### src/rtl/rv32i_hazard_ctrl_mc_if.sv
// Pipeline <-> hazard controller bundle: stage register/handshake observations in,
// stall/flush/forward controls and performance counters out.
interface rv32i_hazard_ctrl_mc_if #(
    parameter int CNTW = 32
);
    logic [4:0]      Rs1D, Rs2D, Rs1E, Rs2E, RdE, RdM, RdW;
    logic            RegWriteE, RegWriteM, RegWriteW;
    logic            ResultSrcEb0, PCSrcE, IMemReadyF, DMemReqM, DMemReadyM;
    logic [1:0]      ForwardAE, ForwardBE;
    logic            StallF, StallD, StallE, StallM;
    logic            FlushD, FlushE, FlushW;
    logic            TakeBranchE, MemWaitM, MemErr;
    logic [CNTW-1:0] StallCnt, FlushCnt, LoadUseCnt;

    modport master (
        output Rs1D, Rs2D, Rs1E, Rs2E, RdE, RdM, RdW,
        output RegWriteE, RegWriteM, RegWriteW,
        output ResultSrcEb0, PCSrcE, IMemReadyF, DMemReqM, DMemReadyM,
        input  ForwardAE, ForwardBE, StallF, StallD, StallE, StallM,
        input  FlushD, FlushE, FlushW, TakeBranchE, MemWaitM, MemErr,
        input  StallCnt, FlushCnt, LoadUseCnt
    );

    modport slave (
        input  Rs1D, Rs2D, Rs1E, Rs2E, RdE, RdM, RdW,
        input  RegWriteE, RegWriteM, RegWriteW,
        input  ResultSrcEb0, PCSrcE, IMemReadyF, DMemReqM, DMemReadyM,
        output ForwardAE, ForwardBE, StallF, StallD, StallE, StallM,
        output FlushD, FlushE, FlushW, TakeBranchE, MemWaitM, MemErr,
        output StallCnt, FlushCnt, LoadUseCnt
    );
endinterface

### src/rtl/rv32i_hazard_ctrl_mc.sv
// Hazard/stall controller for a 5-stage RV32I pipeline with variable-latency memories,
// optional M/W forwarding, a data-memory wait FSM with timeout, and saturating counters.
module rv32i_hazard_ctrl_mc #(
    parameter int FWD_EN  = 1,
    parameter int CNTW    = 32,
    parameter int TIMEOUT = 255,
    parameter int TOW     = 8
) (
    input logic                   clk,
    input logic                   rst,
    rv32i_hazard_ctrl_mc_if.slave hz
);
    typedef enum logic {IDLE = 1'b0, WAIT = 1'b1} state_e;

    state_e          state_q, state_d;
    logic [TOW-1:0]  tmo_q, tmo_d;
    logic            err_q, err_d;
    logic [CNTW-1:0] stall_cnt_q, stall_cnt_d;
    logic [CNTW-1:0] flush_cnt_q, flush_cnt_d;
    logic [CNTW-1:0] lu_cnt_q, lu_cnt_d;
    logic            memstall, rawstall, load_use;

    function automatic logic [1:0] fwd_sel(input logic [4:0] rs, input logic [4:0] rdm,
                                           input logic [4:0] rdw, input logic wm, input logic ww);
        if (wm && rdm != 5'd0 && rs == rdm) return 2'b10;
        if (ww && rdw != 5'd0 && rs == rdw) return 2'b01;
        return 2'b00;
    endfunction

    function automatic logic [CNTW-1:0] sat_inc(input logic [CNTW-1:0] c, input logic en);
        return (en && c != '1) ? c + CNTW'(1) : c;
    endfunction

    assign memstall = hz.DMemReqM & ~hz.DMemReadyM;

    // Without forwarding, any producer still in E or M must be waited out in D.
    always_comb begin
        if (FWD_EN != 0) begin
            rawstall = hz.ResultSrcEb0 && hz.RdE != 5'd0 &&
                       (hz.Rs1D == hz.RdE || hz.Rs2D == hz.RdE);
        end else begin
            rawstall = (hz.Rs1D != 5'd0 && ((hz.RegWriteE && hz.Rs1D == hz.RdE) ||
                                            (hz.RegWriteM && hz.Rs1D == hz.RdM))) ||
                       (hz.Rs2D != 5'd0 && ((hz.RegWriteE && hz.Rs2D == hz.RdE) ||
                                            (hz.RegWriteM && hz.Rs2D == hz.RdM)));
        end
    end

    // NOTE: sequential state uses non-blocking assignments so every register samples pre-edge values.
    always_ff @(posedge clk) begin
        if (rst) state_q <= IDLE;
        else     state_q <= state_d;
    end

    always_comb begin
        state_d = state_q;
        case (state_q)
            IDLE: if (memstall)       state_d = WAIT;
            WAIT: if (hz.DMemReadyM)  state_d = IDLE;
        endcase
    end

    always_comb begin
        // NOTE: every output gets a default first so no path through the priority chain infers a latch.
        hz.StallF      = 1'b0;
        hz.StallD      = 1'b0;
        hz.StallE      = 1'b0;
        hz.StallM      = 1'b0;
        hz.FlushD      = 1'b0;
        hz.FlushE      = 1'b0;
        hz.FlushW      = 1'b0;
        hz.TakeBranchE = 1'b0;
        load_use       = 1'b0;
        hz.MemWaitM    = (state_q == WAIT);
        if (memstall) begin
            hz.StallF = 1'b1;
            hz.StallD = 1'b1;
            hz.StallE = 1'b1;
            hz.StallM = 1'b1;
            hz.FlushW = 1'b1;
        end else if (hz.PCSrcE) begin
            hz.TakeBranchE = 1'b1;
            hz.FlushD      = 1'b1;
            hz.FlushE      = 1'b1;
            hz.StallF      = ~hz.IMemReadyF;
        end else if (rawstall) begin
            hz.StallF = 1'b1;
            hz.StallD = 1'b1;
            hz.FlushE = 1'b1;
            load_use  = hz.ResultSrcEb0;
        end else if (!hz.IMemReadyF) begin
            hz.StallF = 1'b1;
            hz.FlushD = 1'b1;
        end
        hz.ForwardAE = (FWD_EN != 0) ?
            fwd_sel(hz.Rs1E, hz.RdM, hz.RdW, hz.RegWriteM, hz.RegWriteW) : 2'b00;
        hz.ForwardBE = (FWD_EN != 0) ?
            fwd_sel(hz.Rs2E, hz.RdM, hz.RdW, hz.RegWriteM, hz.RegWriteW) : 2'b00;
    end

    // Timeout counts completed WAIT cycles; it is zero whenever the FSM is idle.
    always_comb begin
        tmo_d = '0;
        if (state_q == WAIT && !hz.DMemReadyM) begin
            tmo_d = (tmo_q == '1) ? tmo_q : tmo_q + TOW'(1);
        end
        err_d       = err_q | ((TIMEOUT != 0) && (tmo_q == TOW'(TIMEOUT)));
        stall_cnt_d = sat_inc(stall_cnt_q, hz.StallF | hz.StallD | hz.StallM);
        flush_cnt_d = sat_inc(flush_cnt_q, hz.TakeBranchE);
        lu_cnt_d    = sat_inc(lu_cnt_q, load_use);
    end

    always_ff @(posedge clk) begin
        if (rst) begin
            tmo_q       <= '0;
            err_q       <= 1'b0;
            stall_cnt_q <= '0;
            flush_cnt_q <= '0;
            lu_cnt_q    <= '0;
        end else begin
            tmo_q       <= tmo_d;
            err_q       <= err_d;
            stall_cnt_q <= stall_cnt_d;
            flush_cnt_q <= flush_cnt_d;
            lu_cnt_q    <= lu_cnt_d;
        end
    end

    assign hz.MemErr     = err_q;
    assign hz.StallCnt   = stall_cnt_q;
    assign hz.FlushCnt   = flush_cnt_q;
    assign hz.LoadUseCnt = lu_cnt_q;
endmodule

### src/flat_wrapper.sv
// flat-port wrapper written by rule: the top's interface ports become plain ports
module rv32i_hazard_ctrl_mc_flat 
#(
    parameter int FWD_EN  = 1,
    parameter int CNTW    = 32,
    parameter int TIMEOUT = 255,
    parameter int TOW     = 8
)
  (clk, rst, hz_Rs1D, hz_Rs2D, hz_Rs1E, hz_Rs2E, hz_RdE, hz_RdM, hz_RdW, hz_RegWriteE, hz_RegWriteM, hz_RegWriteW, hz_ResultSrcEb0, hz_PCSrcE, hz_IMemReadyF, hz_DMemReqM, hz_DMemReadyM, hz_ForwardAE, hz_ForwardBE, hz_StallF, hz_StallD, hz_StallE, hz_StallM, hz_FlushD, hz_FlushE, hz_FlushW, hz_TakeBranchE, hz_MemWaitM, hz_MemErr, hz_StallCnt, hz_FlushCnt, hz_LoadUseCnt);
  rv32i_hazard_ctrl_mc_if #(.CNTW(CNTW)) hz_i ();
  input logic clk;
  input logic rst;
  input wire logic [$bits(hz_i.Rs1D)-1:0] hz_Rs1D;
  input wire logic [$bits(hz_i.Rs2D)-1:0] hz_Rs2D;
  input wire logic [$bits(hz_i.Rs1E)-1:0] hz_Rs1E;
  input wire logic [$bits(hz_i.Rs2E)-1:0] hz_Rs2E;
  input wire logic [$bits(hz_i.RdE)-1:0] hz_RdE;
  input wire logic [$bits(hz_i.RdM)-1:0] hz_RdM;
  input wire logic [$bits(hz_i.RdW)-1:0] hz_RdW;
  input wire logic [$bits(hz_i.RegWriteE)-1:0] hz_RegWriteE;
  input wire logic [$bits(hz_i.RegWriteM)-1:0] hz_RegWriteM;
  input wire logic [$bits(hz_i.RegWriteW)-1:0] hz_RegWriteW;
  input wire logic [$bits(hz_i.ResultSrcEb0)-1:0] hz_ResultSrcEb0;
  input wire logic [$bits(hz_i.PCSrcE)-1:0] hz_PCSrcE;
  input wire logic [$bits(hz_i.IMemReadyF)-1:0] hz_IMemReadyF;
  input wire logic [$bits(hz_i.DMemReqM)-1:0] hz_DMemReqM;
  input wire logic [$bits(hz_i.DMemReadyM)-1:0] hz_DMemReadyM;
  output wire logic [$bits(hz_i.ForwardAE)-1:0] hz_ForwardAE;
  output wire logic [$bits(hz_i.ForwardBE)-1:0] hz_ForwardBE;
  output wire logic [$bits(hz_i.StallF)-1:0] hz_StallF;
  output wire logic [$bits(hz_i.StallD)-1:0] hz_StallD;
  output wire logic [$bits(hz_i.StallE)-1:0] hz_StallE;
  output wire logic [$bits(hz_i.StallM)-1:0] hz_StallM;
  output wire logic [$bits(hz_i.FlushD)-1:0] hz_FlushD;
  output wire logic [$bits(hz_i.FlushE)-1:0] hz_FlushE;
  output wire logic [$bits(hz_i.FlushW)-1:0] hz_FlushW;
  output wire logic [$bits(hz_i.TakeBranchE)-1:0] hz_TakeBranchE;
  output wire logic [$bits(hz_i.MemWaitM)-1:0] hz_MemWaitM;
  output wire logic [$bits(hz_i.MemErr)-1:0] hz_MemErr;
  output wire logic [$bits(hz_i.StallCnt)-1:0] hz_StallCnt;
  output wire logic [$bits(hz_i.FlushCnt)-1:0] hz_FlushCnt;
  output wire logic [$bits(hz_i.LoadUseCnt)-1:0] hz_LoadUseCnt;
  assign hz_i.Rs1D = hz_Rs1D;
  assign hz_i.Rs2D = hz_Rs2D;
  assign hz_i.Rs1E = hz_Rs1E;
  assign hz_i.Rs2E = hz_Rs2E;
  assign hz_i.RdE = hz_RdE;
  assign hz_i.RdM = hz_RdM;
  assign hz_i.RdW = hz_RdW;
  assign hz_i.RegWriteE = hz_RegWriteE;
  assign hz_i.RegWriteM = hz_RegWriteM;
  assign hz_i.RegWriteW = hz_RegWriteW;
  assign hz_i.ResultSrcEb0 = hz_ResultSrcEb0;
  assign hz_i.PCSrcE = hz_PCSrcE;
  assign hz_i.IMemReadyF = hz_IMemReadyF;
  assign hz_i.DMemReqM = hz_DMemReqM;
  assign hz_i.DMemReadyM = hz_DMemReadyM;
  assign hz_ForwardAE = hz_i.ForwardAE;
  assign hz_ForwardBE = hz_i.ForwardBE;
  assign hz_StallF = hz_i.StallF;
  assign hz_StallD = hz_i.StallD;
  assign hz_StallE = hz_i.StallE;
  assign hz_StallM = hz_i.StallM;
  assign hz_FlushD = hz_i.FlushD;
  assign hz_FlushE = hz_i.FlushE;
  assign hz_FlushW = hz_i.FlushW;
  assign hz_TakeBranchE = hz_i.TakeBranchE;
  assign hz_MemWaitM = hz_i.MemWaitM;
  assign hz_MemErr = hz_i.MemErr;
  assign hz_StallCnt = hz_i.StallCnt;
  assign hz_FlushCnt = hz_i.FlushCnt;
  assign hz_LoadUseCnt = hz_i.LoadUseCnt;
  rv32i_hazard_ctrl_mc #(.FWD_EN(FWD_EN), .CNTW(CNTW), .TIMEOUT(TIMEOUT), .TOW(TOW)) u_core (.clk(clk), .rst(rst), .hz(hz_i));
endmodule
### config.mk
export PLATFORM = sky130hd
export DESIGN_NAME = rv32i_hazard_ctrl_mc_flat
export DESIGN_NICKNAME = d
export VERILOG_FILES = /design/src/rtl/rv32i_hazard_ctrl_mc_if.sv /design/src/rtl/rv32i_hazard_ctrl_mc.sv /design/src/flat_wrapper.sv
export SDC_FILE = /design/constraint.sdc
export NUM_CORES = 1
export LEC_CHECK = 0
export ABC_AREA = 1
export CAP_MARGIN = 5
export CORE_UTILIZATION = 29
export DETAILED_ROUTE_END_ITERATION = 12
export MAX_ROUTING_LAYER = met4
export SETUP_SLACK_MARGIN = 0.5
export SLEW_MARGIN = 0
export SYNTH_ARGS = -nofsm -noshare
export SYNTH_HDL_FRONTEND = slang
export SYNTH_SLANG_ARGS = --single-unit
### constraint.sdc
create_clock -name clk -period 1.95 [get_ports clk]
set_clock_uncertainty 0.15 [all_clocks]
set_input_delay 0.39 -clock clk [delete_from_list [all_inputs] [get_ports clk]]
set_output_delay 0.39 -clock clk [all_outputs]
set_load 0.005 [all_outputs]
==> run_results.csv <==
group,metric,value,unit
setup_path,crit_path_max_fanout,8,
setup_path,start_kind,"register",
routing,ant_nets,0,
synthesis,ys_top_cells_by_count,"320 x nand2_1, 118 x nor2_1, 106 x dfxtp_1",
synthesis,netlist_top_cells_area,"dfxtp_1 31%, nand2_1 18%, xor2_1 7.1%",
pwr,power_frac_comb,16.4,%
pwr,netSwitchingFraction,26.67,%
setup_path,r2r_end,"u_core.hz.LoadUseCnt[7]",
floorplanning,row_count,55,
pwr,p_clk_share,38.9,%
routing,num_vias,8511,
routing,wl_per_cell,15.48,um
timing,fin_crit_sh,100.0,%
layout,antenna_cells,0,
floorplanning,die-area,24130,um2
synthesis,synth_warnings,0,
placed_design,dp_cells,1603,
setup_path,crit_type,"register to register",
synthesis,synth_largest_area_cell,"dfxtp_1",
clock_tree,cts_tree,"built",
setup_path,reg2regPathDepth,11,
timing,slew_headroom,66.35,%
synthesis,ys_types,33,
status,outcome,"finished clean",
clock_tree,numCtsBuffers,9,
synthesis,syn_inst,1068,
layout,final_util,56.17,%
floorplanning,io_pins,155,
synthesis,synth_most_common_cell,"nand2_1",
setup_path,arrival,2080,ps
synthesis,synth_top_area_share,31.12,%
hold_path,hold_path_end,"u_core.tmo_q[4]",
pwr,switchingPower,0.001276,W
layout,syn2layout_area_growth,88.20,%
layout,nets,1468,
hold_path,hold_depth,4,
timing,rsz0062_at_grt,"yes",
setup_path,critPathCaptureType,"register",
synthesis,syn_avg_cell_area,6.385,um2
timing,whs,311.5,ps
global_routing,antenna_found_initial,0,
timing,finalSetupTns,0,ps
routing,first_iter_violations,566,
timing,setup_viol,0,
clock_tree,clk_path_buf_depth,2,
global_routing,gr-total-overflow,0,
routing,drt_first_pass_iters,5,
job,cap_viol_max_count,0,
routing,vias_per_cell,4.903,
clock_tree,path_clk_slew,70,ps
timing,hold_viol_final,0,
synthesis,syn_nets,1117,
floorplanning,die_w,155.3,um
floorplanning,die_height,155.3,um
timing,fmax,512.8,MHz
floorplanning,core-area,22850,um2
setup_path,crit_required,2080,ps
global_routing,grt_max_degree,83,
placed_design,routabilityCongestion,0.9463,
pwr,p_leak,6.044,nW
timing,min_period,1950,ps
synthesis,synth_edf_count,0,
pwr,seqPwrFrac,44.7,%
floorplanning,start_util,29.85,%
placed_design,hpwl,16970,um
pwr,powerDensity,372.7,nW/um2
pwr,ir_drop,0.3406,mV
layout,final_layout_size_suffix_gt1_share,50.88,%
timing,tightest_slew,504.7,ps
global_routing,grt_util_all_layers,21.51,%
synthesis,syn_area,6819,um2
clock_tree,clk_latency,360,ps
pwr,p_int,0.003508,W
clock_tree,ctsHoldBuffers,0,
synthesis,ys_seq_area_share,31.12,%
routing,routed_wl,26870,um
layout,fin_cells,1736,
hold_path,min_from,"rst",
setup_path,ff2ff_setup_slack,0.06,ps
global_routing,grt_pass1_wl,40250,um
global_routing,grt_pass1_vias,7888,
routing,drc,0,
clock_tree,clock-sinks,106,
synthesis,async_flop_share,0,%
placed_design,portBuffers,153,
timing,slew_violations,0,
synthesis,ys_ff_latch,106,
setup_path,r2r-start,"u_core.hz.LoadUseCnt[1]",
hold_path,min_path_type,"primary input to register",
synthesis,synth_ff_type,"dfxtp_1",
pwr,p_total,0.004783,W
clock_tree,cts-root-buf,"clkbuf_16",
clock_tree,cts_htree_levels,3,
-- worst max-delay path by stage --
stage	cells past startpoint	to	start	slack (ps)
after floorplan	11	u_core.hz.LoadUseCnt[29]	u_core.hz.LoadUseCnt[1]	260
after global placement	10	hz_StallF	hz_RdE[0]	-850
after detailed placement	10	hz_StallF	hz_RdE[0]	-830
after CTS	7	hz_ForwardBE[0]	hz_RdW[0]	20
after global routing	11	u_core.hz.LoadUseCnt[3]	u_core.hz.LoadUseCnt[1]	-100
final	11	u_core.hz.LoadUseCnt[7]	u_core.hz.LoadUseCnt[1]	0.06
-- state kept, by name, indices dropped and copies added, names as in the netlist --
name	count
u_core.hz.FlushCnt	32
u_core.hz.LoadUseCnt	32
u_core.hz.MemErr	1
u_core.hz.MemWaitM	1
u_core.hz.StallCnt	32
u_core.tmo_q	8
-- power groups by stage --
stage	logic, W	registers (W)	clock network [W]
3_5_place_dp	0.000516	0.00225	0
4_1_cts	0.000681	0.00217	0.00193
3_3_place_gp	0.000511	0.00225	0
2_1_floorplan	0.000239	0.00224	0
6_report	0.000786	0.00214	0.00186
5_1_grt	0.000838	0.00214	0.00200
-- metrics by stage --
stage	cell area [um2]	worst slack [ps]
floorplan	7236	259.6
global placement	9728	-845.8
detailed placement	9728	-833.4
CTS	11570	15.19
global route	12830	-103.9
finish	12830	0.05906
-- area by class of cell --
| class | instances | area, um2 |
|---|---|---|
| Clock buffer | 12 | 267.8 |
| Sequential cell | 106 | 2361 |
| Inverter | 104 | 435.4 |
| Timing Repair Buffer | 373 | 3839 |
| Fill cell | 2078 | 10010 |
| Tap cell | 313 | 391.6 |
| Clock inverter | 3 | 20.02 |
| Multi-Input combinational cell | 825 | 5519 |
-- cell usage in the layout (no fill, tap or decap), types with 20 or more instances in the layout --
cell	instances
clkbuf_2	30
nand3_1	34
a21oi_2	33
nand2_4	28
buf_6	102
dfxtp_2	50
nor3_1	20
buf_4	110
nand4_1	28
dfxtp_4	47
buf_12	23
xor2_1	52
nand2_1	230
a21oi_1	55
nor2_4	23
nor2_1	79
xnor2_1	35
inv_1	75
dlymetal6s2s_1	38
nand2_2	63
buf_2	31
nand3_2	33
-- worst max-delay path, stage by stage, from the launching register on --
cell and delay, ps:
dfxtp_4 380, ha_4 160, inv_4 40, nor2_4 120, nand2_2 100, nor3_4 200, nand4_1 180, nand2_4 150
buf_6 110, buf_12 120, nand2_1 50, a21oi_1 110
-- repair_timing --
action,4_1_cts,5_1_grt
resized for setup,494,417
cloned,10,3
setup endpoints to repair,208,212
setup buffers,58,47
pin swaps,104,90
endpoints found under the hold margin,0,0
-- routing by layer --
metal	track usage, %	part of all wire [%]
met5	-	0
met4	6.863	2.4
met3	3.482	4.9
met2	35.21	50
met1	26.98	43
-- kinds of logic after synthesis --
logic type / synth area share (%)
simple gates: 38.83
buf+inv: 8.532
xor+xnor: 12.33
fa+ha+maj: 0.7340
flops: 31.12
compound gates: 8.459
(Power assumes the default switching activity.)
